## src/rtl/serial_add_sched.sv

```systemverilog
// Two-client scheduler for a shared LSB-first bit-serial adder: arbitrates req/gnt, shifts WIDTH add cycles, returns sum/cout with done.
// Build option SERIAL_ADD_SCHED_RR_EN selects round-robin arbitration; left undefined, req0 has fixed priority over req1.
module serial_add_sched #(
    parameter int WIDTH = 4
) (
    input  logic             clk,
    input  logic             clr,
    input  logic             req0,
    input  logic             req1,
    input  logic [WIDTH-1:0] a0,
    input  logic [WIDTH-1:0] b0,
    input  logic [WIDTH-1:0] a1,
    input  logic [WIDTH-1:0] b1,
    output logic             gnt0,
    output logic             gnt1,
    output logic             busy,
    output logic             done,
    output logic             done_id,
    output logic [WIDTH-1:0] sum,
    output logic             cout,
    output logic [1:0]       dbg_state
);

    localparam int CW = $clog2(WIDTH);
    localparam logic [CW-1:0] LAST_BIT = CW'(WIDTH - 1);

    typedef enum logic [1:0] {
        S_IDLE  = 2'd0,
        S_SHIFT = 2'd1,
        S_DONE  = 2'd2
    } state_t;

    state_t           state_q, state_d;
    logic [WIDTH-1:0] a_q, a_d, b_q, b_d, sum_q, sum_d;
    logic [CW-1:0]    cnt_q, cnt_d;
    logic             carry_q, carry_d, owner_q, owner_d;
    logic             gnt0_q, gnt0_d, gnt1_q, gnt1_d;
    logic             busy_q, busy_d, done_q, done_d;
    logic             done_id_q, done_id_d, cout_q, cout_d;
    logic             win, s_bit, c_bit;

    // Handshake: a client holds req (level) with stable operands; the one-cycle
    // gnt pulse means its operands were captured and it must drop req now.
    // Requests are looked at only in IDLE, so a held req simply waits.
`ifdef SERIAL_ADD_SCHED_RR_EN
    logic last_q, last_d;

    assign win = (req0 && req1) ? ~last_q : req1;

    always_comb begin
        last_d = last_q;
        if (state_q == S_IDLE && (req0 || req1)) begin
            last_d = win;
        end
    end

    // Pointer at 1 lets client 0 take the first tie after reset.
    always_ff @(posedge clk or negedge clr) begin
        if (!clr) begin
            last_q <= 1'b1;
        end else begin
            last_q <= last_d;
        end
    end
`else
    assign win = ~req0;
`endif

    assign s_bit = a_q[0] ^ b_q[0] ^ carry_q;
    assign c_bit = (a_q[0] & b_q[0]) | (a_q[0] & carry_q) | (b_q[0] & carry_q);

    always_comb begin
        state_d   = state_q;
        a_d       = a_q;
        b_d       = b_q;
        carry_d   = carry_q;
        cnt_d     = cnt_q;
        owner_d   = owner_q;
        gnt0_d    = gnt0_q;
        gnt1_d    = gnt1_q;
        busy_d    = busy_q;
        done_d    = done_q;
        done_id_d = done_id_q;
        sum_d     = sum_q;
        cout_d    = cout_q;
        case (state_q)
            S_IDLE: begin
                gnt0_d = 1'b0;
                gnt1_d = 1'b0;
                busy_d = 1'b0;
                done_d = 1'b0;
                if (req0 || req1) begin
                    a_d     = win ? a1 : a0;
                    b_d     = win ? b1 : b0;
                    carry_d = 1'b0;
                    cnt_d   = '0;
                    owner_d = win;
                    gnt0_d  = ~win;
                    gnt1_d  = win;
                    busy_d  = 1'b1;
                    state_d = S_SHIFT;
                end
            end
            S_SHIFT: begin
                // Sum bits refill A from the top, so A holds the full sum after WIDTH shifts.
                a_d     = {s_bit, a_q[WIDTH-1:1]};
                b_d     = {1'b0, b_q[WIDTH-1:1]};
                carry_d = c_bit;
                cnt_d   = cnt_q + 1'b1;
                gnt0_d  = 1'b0;
                gnt1_d  = 1'b0;
                if (cnt_q == LAST_BIT) begin
                    sum_d     = {s_bit, a_q[WIDTH-1:1]};
                    cout_d    = c_bit;
                    done_d    = 1'b1;
                    done_id_d = owner_q;
                    state_d   = S_DONE;
                end
            end
            S_DONE: begin
                done_d  = 1'b0;
                busy_d  = 1'b0;
                state_d = S_IDLE;
            end
            default: begin
                state_d = S_IDLE;
            end
        endcase
    end

    always_ff @(posedge clk or negedge clr) begin
        if (!clr) begin
            state_q   <= S_IDLE;
            a_q       <= '0;
            b_q       <= '0;
            carry_q   <= 1'b0;
            cnt_q     <= '0;
            owner_q   <= 1'b0;
            gnt0_q    <= 1'b0;
            gnt1_q    <= 1'b0;
            busy_q    <= 1'b0;
            done_q    <= 1'b0;
            done_id_q <= 1'b0;
            sum_q     <= '0;
            cout_q    <= 1'b0;
        end else begin
            state_q   <= state_d;
            a_q       <= a_d;
            b_q       <= b_d;
            carry_q   <= carry_d;
            cnt_q     <= cnt_d;
            owner_q   <= owner_d;
            gnt0_q    <= gnt0_d;
            gnt1_q    <= gnt1_d;
            busy_q    <= busy_d;
            done_q    <= done_d;
            done_id_q <= done_id_d;
            sum_q     <= sum_d;
            cout_q    <= cout_d;
        end
    end

    assign gnt0      = gnt0_q;
    assign gnt1      = gnt1_q;
    assign busy      = busy_q;
    assign done      = done_q;
    assign done_id   = done_id_q;
    assign sum       = sum_q;
    assign cout      = cout_q;
    assign dbg_state = state_q;

endmodule

```

## config.mk

```make
export PLATFORM = sky130hd
export DESIGN_NAME = serial_add_sched
export DESIGN_NICKNAME = d
export VERILOG_FILES = /design/src/rtl/serial_add_sched.sv
export SDC_FILE = /design/constraint.sdc
export NUM_CORES = 1
export LEC_CHECK = 0
export CAP_MARGIN = 20
export CELL_PAD_IN_SITES_DETAIL_PLACEMENT = 1
export CELL_PAD_IN_SITES_GLOBAL_PLACEMENT = 1
export CORE_ASPECT_RATIO = 1.4
export CORE_MARGIN = 1.5
export CORE_UTILIZATION = 36
export DETAILED_ROUTE_END_ITERATION = 12
export PLACE_DENSITY = 0.79
export REMOVE_ABC_BUFFERS = 1
export SYNTH_ARGS = -nofsm -noshare
export SYNTH_HDL_FRONTEND = slang
export SYNTH_SLANG_ARGS = --single-unit
```

## constraint.sdc

```tcl
create_clock -name clk -period 1.4 [get_ports clk]
set_input_delay 0.14 -clock clk [delete_from_list [all_inputs] [get_ports clk]]
set_output_delay 0.14 -clock clk [all_outputs]
set_load 0.05 [all_outputs]
```

After elaboration in Yosys (flattened, before gate mapping) --
Cells that the tools add are included.
Word-level totals: logic and storage cells 59, output and inout port bits 12, flip-flop bits (word level) 24
Operators by class: eq/ne operators 5, add/subtract/negate cells 1, bitwise logic cells 8, muxes and demuxes 21, reduce and logical (&&, ||, !) cells 11
Operator list (number):
- two-way mux 4 bit | 4
- one-hot mux 4 bit (2 select lines) | 2
- one-hot mux 1 bit (2 select lines) | 5
- AND reduction 2 bit | 5
- one-hot mux 2 bit (2 select lines) | 2
- two-way mux 2 bit | 3
- nonzero test 2 bit | 3
- two-way mux 1 bit | 5
- equality test 2 bit, second input constant | 2
- inequality test 2 bit, second input constant | 2
- AND 1 bit | 3
- adder 2 x 1 -> 2 bit, second input constant | 1
- equality test 2 x 1 -> 1 bit, second input constant | 1
- zero test 2 bit | 1
- OR 1 bit | 2
- OR reduction 2 bit | 1
- bitwise XOR 1 bit | 2
- logical OR 1 bit | 1
- NOT 1 bit | 1

Depth between registers and ports, before layout --
word-level depth 4, gate-level depth with buffers 5, gate-level depth less buffers 4

Least setup slack after synthesis --
OpenSTA, ideal clock, no wires.
kind reg2reg, start point register state_q[0], in the netlist dbg_state[0], end point register cnt_q[0], arrival 1.396 ns, path slack -0.120 ns, required time 1.275 ns, buffers on the path 1, stages on the path, launching flop included 5, path through dfrtp_1 nor3_1 or2_1 buf_2 mux2_2
Between the ends: word-level cells in the longest chain between the ends 3, elaborated cells on any way between the ends 6, classes of those cells eq/ne: 2; mux: 1; reduce/logical: 3
Ends and longest elaborated chain:
- start, declared | line 33 | state_t state_q, state_d;
- start signal, assigned | line 147 | state_q <= state_d;
- equality test 2 x 1 -> 1 bit / zero test 2 bit (equally long branches) | line 86 | case (state_q)
- nonzero test 2 bit (no line) / inequality test 2 bit (equally long branches)
- AND reduction 2 bit (no line)
- end signal, assigned | line 151 | cnt_q <= cnt_d;
- end, declared | line 35 | logic [CW-1:0] cnt_q, cnt_d;
Parallel ways exist; a longest one is shown, timed or not. A chain may end at the register's enable or synchronous reset.

Final worst setup path --
start point register state_q[0], in the netlist dbg_state[0], end point register b_q[1]
Between the ends: word-level cells in the longest chain between the ends 3, elaborated cells on any way between the ends 6, classes of those cells eq/ne: 2; mux: 1; reduce/logical: 3
Ends and longest elaborated chain:
- equality test 2 x 1 -> 1 bit / zero test 2 bit (equally long branches) | line 86
- nonzero test 2 bit (no line) / inequality test 2 bit (equally long branches)
- AND reduction 2 bit (no line)
- end signal, assigned | line 135 | b_q <= '0;
- end signal, assigned | line 149 | b_q <= b_d;
- end, declared | line 34 | logic [WIDTH-1:0] a_q, a_d, b_q, b_d, sum_q, sum_d;
Parallel ways exist; a longest one is shown, timed or not.

==> key figures <==
GRT
  • Aggregate global routing overflow: 0
  • Number of antenna violations at the first check in global routing: 0
  • Wire length of the first global-routing pass: 5.15 mm
  • Total routing usage reported by global routing: 0.193
  • Number of global-route vias before repair: 1152
  • Pin count of the biggest net entering global routing: 25

Yosys
  • Part of the Yosys area used for sequential elements: 0.512
  • Number of synthesized flops with an enable pin: 0
  • Leading area contributor after synthesis: sky130_fd_sc_hd__dfrtp_1
  • Number of instances in the synthesized netlist: 106
  • Synth top area share: 0.512
  • Proportion of synthesized flip-flops having asynchronous set or reset: 1.00
  • Number of flip-flops and latches in the synthesized netlist: 24
  • Synth unique cells: 29
  • Biggest area contributors in the synthesized netlist: sky130_fd_sc_hd__dfrtp_1 (51%), sky130_fd_sc_hd__a22o_1 (6.0%), sky130_fd_sc_hd__mux2_2 (4.8%)
  • Synthesized cell area: 1170 sq um
  • Warning count from the yosys run: 0
  • Syn Area/Cell: 11.1 sq um
  • Cell with the most instances after synthesis: sky130_fd_sc_hd__dfrtp_1
  • Cell types with the highest counts after synthesis: sky130_fd_sc_hd__dfrtp_1 (24), sky130_fd_sc_hd__nand2_1 (10), sky130_fd_sc_hd__a21oi_1 (8), sky130_fd_sc_hd__a22o_1 (8)
  • Prevailing post-synth register cell: sky130_fd_sc_hd__dfrtp_1

Pwr
  • Total Power Consumption: 4.13 mW
  • Leakage dissipation: 0.821 nW
  • VDD IR-drop max: 0.00115 V
  • Power density over the cells: 2330 nW/um^2

Setup path
  • Largest driver fanout on the critical path: 6
  • Startpoint types: flip-flop
  • Crit Path Class: flip-flop to flip-flop
  • Worst path required time: 1550 ps
  • Critical path endpoint category: flip-flop
  • Endpoint arrival time on the critical path: roughly 1500 ps

Die
  • CORE AREA: 3120 sq um
  • Initial standard-cell utilization of the core: 0.375
  • Cell row count: 24
  • Die area: 3610 sq um
  • Die height: between 70 and 80 um
  • Top Ports: 32
  • Horizontal die dimension: 51.2 um

CTS
  • Root buffer cell: sky130_fd_sc_hd__clkbuf_8
  • Number of H-tree levels: 1
  • Hold bufs inserted after CTS: 0
  • Maximum number of buffers from clock root to sink: 2
  • Insertion delay of the later-clocked pin in the worst-skew pair: around 260 ps
  • Post-CTS clock slew at the launch and capture registers of the worst setup and hold paths: about 80 ps
  • Number of clock sinks seen by CTS: 24
  • TritonCTS clock tree: built
  • TritonCTS Buffers: 3

Cells and area
  • Ratio of cells with drive above 1 in the final layout: 0.285
  • Diode insertion count for antenna repair: 0
  • Net count of the finished layout: 174
  • Final design area excluding fillers: 1770 sq um
  • Area growth syn-to-layout: 51.2%

Timing
  • Slew at the pin with the worst max-slew slack: 335 ps
  • Final Max Slew Viols: 0
  • Relative slew slack: 0.774
  • Achievable frequency: 0.747 GHz
  • Final period demand of the worst path: 1340 ps
  • Final period util: 0.956
  • Hold Vio Cnt, Final: 0
  • RSZ-0062 raised after global routing: no
  • Setup violators final: 0
  • Clk_skew: 4.87 ps

Run
  • Number of max-cap violations: 0

Detailed routing
  • DR iter-0 viols: 11
  • Via-to-Cell Ratio: 5.39
  • Antenna Nets Post-Route: 0
  • Routed length per instance: 16.0 um
  • Total length of routed wires: roughly 3.0 mm
  • Post-route DRC violation count: 0
  • DR pass1 iterations: 4
  • Via count: 1025

Placed design
  • Total half-perimeter wirelength after legalization and detailed placement: 2.51 mm
  • Gp weighted congestion: 0.927
  • Count of port buffers added during placement: 31
  • Dpl cell area: approximately 1700 sq um

Status
  • Result of the run: complete, no violations

Min path
  • Min-Delay Path Class: primary input to asynchronous set/reset pin
-- cell usage in the layout (no fill, tap or decap), types with 2 or more instances in the layout --
master,synthesis,routed
sky130_fd_sc_hd__a22o_1,8,8
sky130_fd_sc_hd__buf_12,0,11
sky130_fd_sc_hd__o21ai_0,5,5
sky130_fd_sc_hd__nor2b_1,3,3
sky130_fd_sc_hd__o41ai_1,2,2
sky130_fd_sc_hd__a21oi_1,8,8
sky130_fd_sc_hd__nand3b_1,2,2
sky130_fd_sc_hd__nor2_1,4,4
sky130_fd_sc_hd__inv_1,5,5
sky130_fd_sc_hd__a221oi_1,2,2
sky130_fd_sc_hd__clkbuf_8,0,4
sky130_fd_sc_hd__nand2_1,10,10
sky130_fd_sc_hd__o22ai_1,3,3
sky130_fd_sc_hd__a221o_1,2,2
sky130_fd_sc_hd__mux2_2,5,5
sky130_fd_sc_hd__o31ai_1,2,2
sky130_fd_sc_hd__dfrtp_1,24,24
sky130_fd_sc_hd__clkdlybuf4s50_1,0,19
sky130_fd_sc_hd__buf_4,0,19
sky130_fd_sc_hd__nand2b_1,2,2
sky130_fd_sc_hd__a211o_1,2,2
-- worst max-delay path, cell delays in order (launching register included) --
cell and delay [ps]:
sky130_fd_sc_hd__dfrtp_1 450, sky130_fd_sc_hd__buf_4 190, sky130_fd_sc_hd__a21oi_1 160, sky130_fd_sc_hd__nand2_1 110, sky130_fd_sc_hd__a211o_1 310
-- where the power goes --
| part | switching, mW | internal [mW] | total (mW) |
|---|---|---|---|
| clock network | 0.209 | 0.251 | 0.460 |
| registers | 0.276 | 1.01 | 1.29 |
| logic | 1.21 | 1.18 | 2.38 |
-- final cells by class --
type | count | area [sq um]
Clock buffer | 4 | 55.1
Tap cell | 39 | 48.8
Sequential cell | 24 | 601
Multi-Input combinational cell | 69 | 497
Inverter | 5 | 18.8
Fill cell | 347 | 1350
Timing Repair Buffer | 49 | 553
-- cell families (layout without fill, tap and decap cells) --
family,Yosys count,in the layout,share of synthesized area
AOI/OAI and AO/OA,38,38,0.244
muxes,5,5,0.0480
buffers and inverters,13,58,0.0640
and+or+nand+nor,24,24,0.104
DFF,24,24,0.512
adders and majority gates,2,2,0.0277
-- path summary, 6_finish.rpt --
| kind | cells after the start | end | slack [ps] | startpoint |
|---|---|---|---|---|
| setup reg to reg | 4 | b_q[1]$_DFFE_PN0P_ | 60 | dbg_state[0]$_DFFE_PN0P_ |
| hold reg to reg | 1 | a_q[1]$_DFFE_PN0P_ | 510 | a_q[1]$_DFFE_PN0P_ |
| max in group asynchronous | 2 | gnt1$_DFFE_PN0P_ | 930 | clr |
| min in group clk | 1 | a_q[1]$_DFFE_PN0P_ | 510 | a_q[1]$_DFFE_PN0P_ |
| hold / removal | 2 | busy$_DFFE_PN0N_ | 230 | clr |
| setup / recovery | 4 | b_q[1]$_DFFE_PN0P_ | 60 | dbg_state[0]$_DFFE_PN0P_ |
-- flip-flops by register name, indices dropped and copies added, names as in the netlist --
register   cells
busy           1
b_q            4
done_id        1
cout           1
carry_q        1
dbg_state      2
gnt0           1
cnt_q          2
a_q            4
sum            4
done           1
gnt1           1
owner_q        1
-- layer usage --
layer / part of all wire / GRT usage / vias up / wire (um)
li1: - / - / 472 / -
met1: 0.37 / 0.218 / 503 / 1130
met2: 0.53 / 0.330 / 36 / 1630
met3: 0.034 / 0.0256 / 14 / 102
met4: 0.059 / 0.129 / 0 / 179
met5: 0 / 0 / - / 0
-- metrics by stage --
step                      utilization  std cells  hold WS [ps]  worst slack (ps)  setup TNS (ps)
final                           0.568        190           225              61.9               0
after global routing            0.568        190           264              2.21               0
after CTS                       0.565        189           239              59.3               0
after detailed placement        0.548        185           487              -151           -1300
after global placement          0.548        185           490              -105            -723
after floorplan                     -         98          -156              -379           -5000
-- repair_timing --
action | CTS | global route
setup endpoints to repair | 0 | 1
buffers inserted | 0 | 1
gates resized for setup | 0 | 0
(Power assumes the default switching activity.)
